File: config.mk
export PLATFORM = sky130hd
export DESIGN_NAME = sparc_ifu_parchk16
export DESIGN_NICKNAME = d
export VERILOG_FILES = /design/src/rtl/sparc_ifu_parchk16.sv
export SDC_FILE = /design/constraint.sdc
export NUM_CORES = 1
export LEC_CHECK = 0
export CORE_MARGIN = 2
export CORE_UTILIZATION = 39
export DETAILED_ROUTE_END_ITERATION = 12
export PLACE_DENSITY = 0.79
export SLEW_MARGIN = 10
export SYNTH_ARGS = -nofsm -noshare
export SYNTH_HDL_FRONTEND = slang
export SYNTH_SLANG_ARGS = --single-unit
export TNS_END_PERCENT = 100
File: constraint.sdc
create_clock -name rclk -period 1.4 [get_ports rclk]
set_input_delay 0.28 -clock rclk [delete_from_list [all_inputs] [get_ports rclk]]
set_output_delay 0.28 -clock rclk [all_outputs]
set_load 0.01 [all_outputs]
File: src/rtl/sparc_ifu_parchk16.sv
// rtl/sparc_ifu_parchk16.sv - IFU 16-bit receive-side parity checker with first-error log and saturating counter
// Optional feature macro: SPARC_IFU_PARCHK_INJ_EN (adds inj_err to flip data bit 0 on accepted beats)
module sparc_ifu_parchk16 #(
    parameter int ADDR_W = 8,
    parameter int CNT_W  = 4
) (
    input  logic              rclk,
    input  logic              arst_l,
    input  logic              in_vld,
    output logic              in_rdy,
    input  logic [15:0]       in_data,
    input  logic              in_par,
    input  logic [ADDR_W-1:0] in_addr,
    output logic              out_vld,
    input  logic              out_rdy,
    output logic [15:0]       out_data,
    output logic              out_perr,
    output logic              err_vld,
    output logic [ADDR_W-1:0] err_addr,
    output logic [15:0]       err_data,
    output logic [CNT_W-1:0]  err_cnt,
    input  logic              clr_err
`ifdef SPARC_IFU_PARCHK_INJ_EN
    ,
    input  logic              inj_err
`endif
);

    logic        accept;
    logic [15:0] data_chk;
    logic        mismatch;
    logic        logged;

    // Ready depends only on stage occupancy and downstream ready, never on in_vld
    assign in_rdy = ~out_vld | out_rdy;
    assign accept = in_vld & in_rdy;

`ifdef SPARC_IFU_PARCHK_INJ_EN
    // Injected error flips bit 0 before the check so it is seen as a real fault
    assign data_chk = {in_data[15:1], in_data[0] ^ (inj_err & accept)};
`else
    assign data_chk = in_data;
`endif

    assign mismatch = (^data_chk) ^ in_par;
    assign logged   = accept & mismatch;

    // Single pipeline stage: load on accept, otherwise drain when downstream takes the beat
    always_ff @(posedge rclk or negedge arst_l) begin
        if (!arst_l) begin
            out_vld  <= 1'b0;
            out_data <= 16'h0000;
            out_perr <= 1'b0;
        end else if (accept) begin
            out_vld  <= 1'b1;
            out_data <= data_chk;
            out_perr <= mismatch;
        end else if (out_rdy) begin
            out_vld  <= 1'b0;
        end
    end

    // Error log updates at acceptance so a stalled beat is counted once; a new error beats clr_err
    always_ff @(posedge rclk or negedge arst_l) begin
        if (!arst_l) begin
            err_vld  <= 1'b0;
            err_addr <= '0;
            err_data <= 16'h0000;
            err_cnt  <= '0;
        end else if (logged) begin
            err_vld <= 1'b1;
            if (clr_err || !err_vld) begin
                err_addr <= in_addr;
                err_data <= data_chk;
            end
            if (clr_err) begin
                err_cnt <= CNT_W'(1);
            end else if (err_cnt != {CNT_W{1'b1}}) begin
                err_cnt <= err_cnt + CNT_W'(1);
            end
        end else if (clr_err) begin
            err_vld <= 1'b0;
            err_cnt <= '0;
        end
    end

endmodule

# Word-level counts from Yosys, hierarchy flattened
# Index checks and enable logic that the tools add are counted.
dict set report word_totals {
  reg_bits 47
  output_inout_bits 48
}
dict set report classes {
  add_sub_neg 1
  eq_ne 1
  mux 8
  bitwise_logic 5
  reduce_logical 8
}
# cell n
set ops {}
lappend ops {{$mux 4} 4}
lappend ops {{$reduce_xor 16->1} 1}
lappend ops {{$reduce_bool 2->1} 3}
lappend ops {{$add 4x1->4 const B} 1}
lappend ops {{$mux 1} 4}
lappend ops {{$ne 4x4->1 const B} 1}
lappend ops {{$reduce_and 2->1} 2}
lappend ops {{$and 1x1->1} 2}
lappend ops {{$logic_not 1->1} 1}
lappend ops {{$logic_or 1x1->1} 1}
lappend ops {{$not 1->1} 1}
lappend ops {{$or 1x1->1} 1}
lappend ops {{$xor 1x1->1} 1}

# Longest topological paths before layout
dict set report logic_depth {
  ltp_word 6
  ltp_mapped 6
  mapped_depth_nobuf 5
}

# Worst setup path before layout
# OpenSTA, ideal clock, no wires.
dict set report synth_path {
  path_kind {in2reg}
  from {input port in_data[8]}
  to {register err_addr[3]}
  setup_ns 0.125
  arrival_time_ns 2.091
  path_slack_ns -0.816
  cell_stages 6
  n_path_buf 1
  path_cell_list {xnor3_1 xnor3_1 xor3_1 nor3_4 buf_6 mux2_2}
}
dict set report synth_via {
  elab_chain_cells 4
}
# item line_no
set synth_lines {}
lappend synth_lines {{from (decl)} 11} ;# input logic [15:0] in_data,
lappend synth_lines {{$reduce_xor 16->1} 45} ;# assign mismatch = (^data_chk) ^ in_par;
lappend synth_lines {{$xor 1x1->1} 45}
lappend synth_lines {{$and 1x1->1} 46} ;# assign logged = accept & mismatch;
lappend synth_lines {{$reduce_and 2->1 (no line)} -}
lappend synth_lines {{to (signal assigned)} 73} ;# err_addr <= in_addr;
lappend synth_lines {{to (decl)} 19} ;# output logic [ADDR_W-1:0] err_addr,
# Every way passes these cells.
# A chain may end at the register's enable or synchronous reset.

# Final worst setup path
dict set report layout_path {
  from {input port in_data[2]}
  to {register err_addr[2]}
}
# The elaborated chain is that of the path after synthesis.

==> metrics <==
IO Port Bufs=77; Area after DPL=0.003093 sq mm; Logic pwr share=0.503; Final Max Tran Viols=0; area share of xor/xnor cells in the synthesized design=0.09130; failing checks=negative setup slack; Yosys cell types=25; max-cap viol count=0; CP max FO=5; Post-Synth Adder-Cell Area=0.006211; starting density of the core=0.3995; FF+latch count, synth=47; Fin Clk Skew=0.008104 ns; largest net degree at the start of global routing=48; register area share after synthesis=0.5839; LEAKAGE=1.664 nW; Reg power frac=0.358; Final Wtd Congestion=0.8443; CTS sink count=47; Final WS setup=-0.7318 ns; internal power=4.015 mW; worst hold path type=primary input to register; gr ovfl total=0; setup violators final=30; CTS Root Cell=clkbuf_8; final instance area=0.003430 sq mm; GRT Overall Usage=0.1986; Pre-antenna DRT Iters=4; Sum Neg Setup Slack=-18.73 ns; compound-gate portion of the synthesized area=0.03106; Mapped Area=0.002014 sq mm; portion of netlist area occupied by mux cells=0.2286; worst r2r path cells=7; row count=26; Syn Area/Cell=15.50 sq um; vias per cell=4.798; pre-CTS setup slack=-1.349 ns; TritonCTS Buffers=5; Worst Path Buf+Inv=4; highest clock rate=469.1 MHz; CTS Buffer Depth=2; PwrDens=1702 mW/mm^2; Die Wd=75.87 um; Final nets=278; Fillers=379; headroom to the max-slew limit=0.7704; largest family of logic cells by synthesized area=multiplexers; antenna violations before repair=0; CP Cell Sequence=clkdlybuf4s15_1 > xor2_2 > xnor2_2 > xor3_2 > nor3_4 > buf_6 > buf_6 > buf_8 > mux2_4; simple-gate portion of the synthesized area=0.04224; Sw Share=0.3122; YS warnings=0; global-route wire length before repair=8266 um; Clk pwr share=0.140; Syn Nets=161; slowest cell delay on critical path=0.51 ns; worst slew pin tran=0.3437 ns; Worst path depth=9; synth-to-layout area growth=70.25%; WS Path Type=primary input to register; R2R Setup Slk=-0.19 ns; # DRC=0; core area=0.005042 sq mm; drt initial violations=40; die height=75.87 um; vias post-DR=1521; post-layout min period=2.132 ns; Worst-path clk slew=0.09 ns; CP startpoint kind=primary input; final WL=5169 um; vias in the first global route=1605; RSZ-0062 raised after global routing=true; wire length per cell=16.31 um; Switch Pwr=1.822 mW; clock latency on the worst-skew pair=0.30 ns; I/O Pins=78; Min-Delay Path Depth=2; ratio of cells with drive above 1 in the final layout=0.4656; Critical Path Slowest Stage Cell=xor3_2; ANT nets after route=0; Worst path most repeated cell=buf_6; period utilization=1.523; CTS tree=built; H-tree lvl count=2; DIE AREA=0.005756 sq mm; final hold slack=0.2685 ns; CP delay by family, top=XOR/XNOR gates; WP data required=1.58 ns; final hold vios=0; DPL Wire Length=3270 um; Synth Instances=130; peak supply drop=881.5 uV; Critical Path AT=2.31 ns; antenna cells=0; CP Capture Type=register; Core Util, Final=0.6801; status=finished, violations left
[flip-flops by register name, summed over array words and instances (netlist names)]
name and cells:
out_data 16, err_vld 1, out_vld 1, err_addr 8, err_cnt 4, err_data 16, out_perr 1
[logic make-up (layout without fill, tap and decap cells)]
| logic type | count (synthesis) | in the layout |
|---|---|---|
| simple gates | 15 | 15 |
| buf+inv | 5 | 122 |
| compound gates | 8 | 8 |
| mux | 41 | 41 |
| xor+xnor | 13 | 13 |
| flops | 47 | 47 |
| fa+ha+maj | 1 | 1 |
[final timing paths]
path | end | startpoint
worst max-delay path | err_addr[2] | in_data[2]
worst min-delay path | err_data[11] | in_data[11]
worst max register to register | err_addr[2] | out_vld
worst min register to register | out_perr | out_perr
max in group asynchronous | err_cnt[2] | arst_l
min in group asynchronous | err_addr[3] | arst_l
[placed cells by master, fill, tap and decap left out, drive strengths merged]
cell	count
nor3	1
nand2b	2
o32ai	1
mux2i	1
inv	1
dlygate4sd3	1
nor2b	3
buf	43
a21o	1
xor2	2
xnor3	4
mux2	40
clkdlybuf4s50	10
a41oi	1
clkdlybuf4s15	5
dlymetal6s2s	1
a311oi	3
or2	1
clkinv	1
nor2	3
dfrtp	47
nand2	4
a31oi	1
xnor2	6
nand3	1
xor3	1
ha	1
dlygate4sd2	50
a21oi	1
clkbuf	10
[stage by stage]
stage / std cells / power (mW)
floorplan: 130 / 3.378
global placement: 297 / 4.745
detailed placement: 297 / 4.806
CTS: 317 / 5.784
global route: 317 / 6.186
finish: 317 / 5.837
[Yosys cell counts]
library cell / n / area [sq um]
xor2_1: 2 / 17.52
nand2_1: 4 / 15.01
nor2_1: 3 / 11.26
mux2_2: 40 / 450.4
nand2b_1: 2 / 12.51
buf_1: 1 / 3.750
xor3_1: 1 / 23.77
nor3_4: 1 / 16.27
o32ai_1: 1 / 8.760
clkbuf_1: 1 / 3.750
dfrtp_1: 47 / 1176
xnor2_1: 6 / 52.55
xnor3_1: 4 / 90.09
a311oi_1: 3 / 26.28
a31oi_1: 1 / 6.260
or2_2: 1 / 6.260
nand3_1: 1 / 5.000
a21o_1: 1 / 7.510
nor2b_1: 3 / 18.77
a41oi_1: 1 / 8.760
ha_1: 1 / 12.51
buf_6: 2 / 22.52
mux2i_1: 1 / 10.01
inv_1: 1 / 3.750
a21oi_1: 1 / 5.000
[worst register-to-register path: stages, from the launching register on]
cell      delay [ns]
dfrtp_1         0.42
nand2b_4        0.09
nand2_2         0.14
nor3_4          0.19
buf_6           0.13
buf_6           0.10
buf_8           0.12
mux2_4          0.30
[routing by layer]
metal	part of all wire	track usage	vias to the layer above
met3	0.053	0.04762	7
li1	-	-	699
met1	0.41	0.2577	766
met5	0	0	-
met4	0.015	0.07018	0
met2	0.52	0.3257	49
[power by group through the flow]
stage | sequential (mW) | combinational, mW | clock (mW)
floorplan | 2.33 | 1.05 | 0
global placement | 2.12 | 2.63 | 0
detailed placement | 2.12 | 2.68 | 0
CTS | 2.08 | 2.85 | 0.850
global route | 2.16 | 3.12 | 0.911
finish | 2.09 | 2.93 | 0.815
[final cells by class]
class                      instances  area, sq um  share of cell area
multi-input combinational         78         1010              0.2944
tap                               70        87.58             0.02554
sequential                        47         1179              0.3437
clock inverter                     1        5.005            0.001459
clock buffer                       6        82.58             0.02408
timing repair buffer             114         1062              0.3097
inverter                           1        3.754            0.001094
[repair_timing]
item,in CTS,in global routing
endpoints found under the hold margin,47,0
gates resized for setup,113,31
endpoints found under the setup margin,90,35
hold buffers,1,0
gates cloned,3,0
buffers inserted,10,3
pin swaps,14,12
Power figures use the tool's default switching activity.
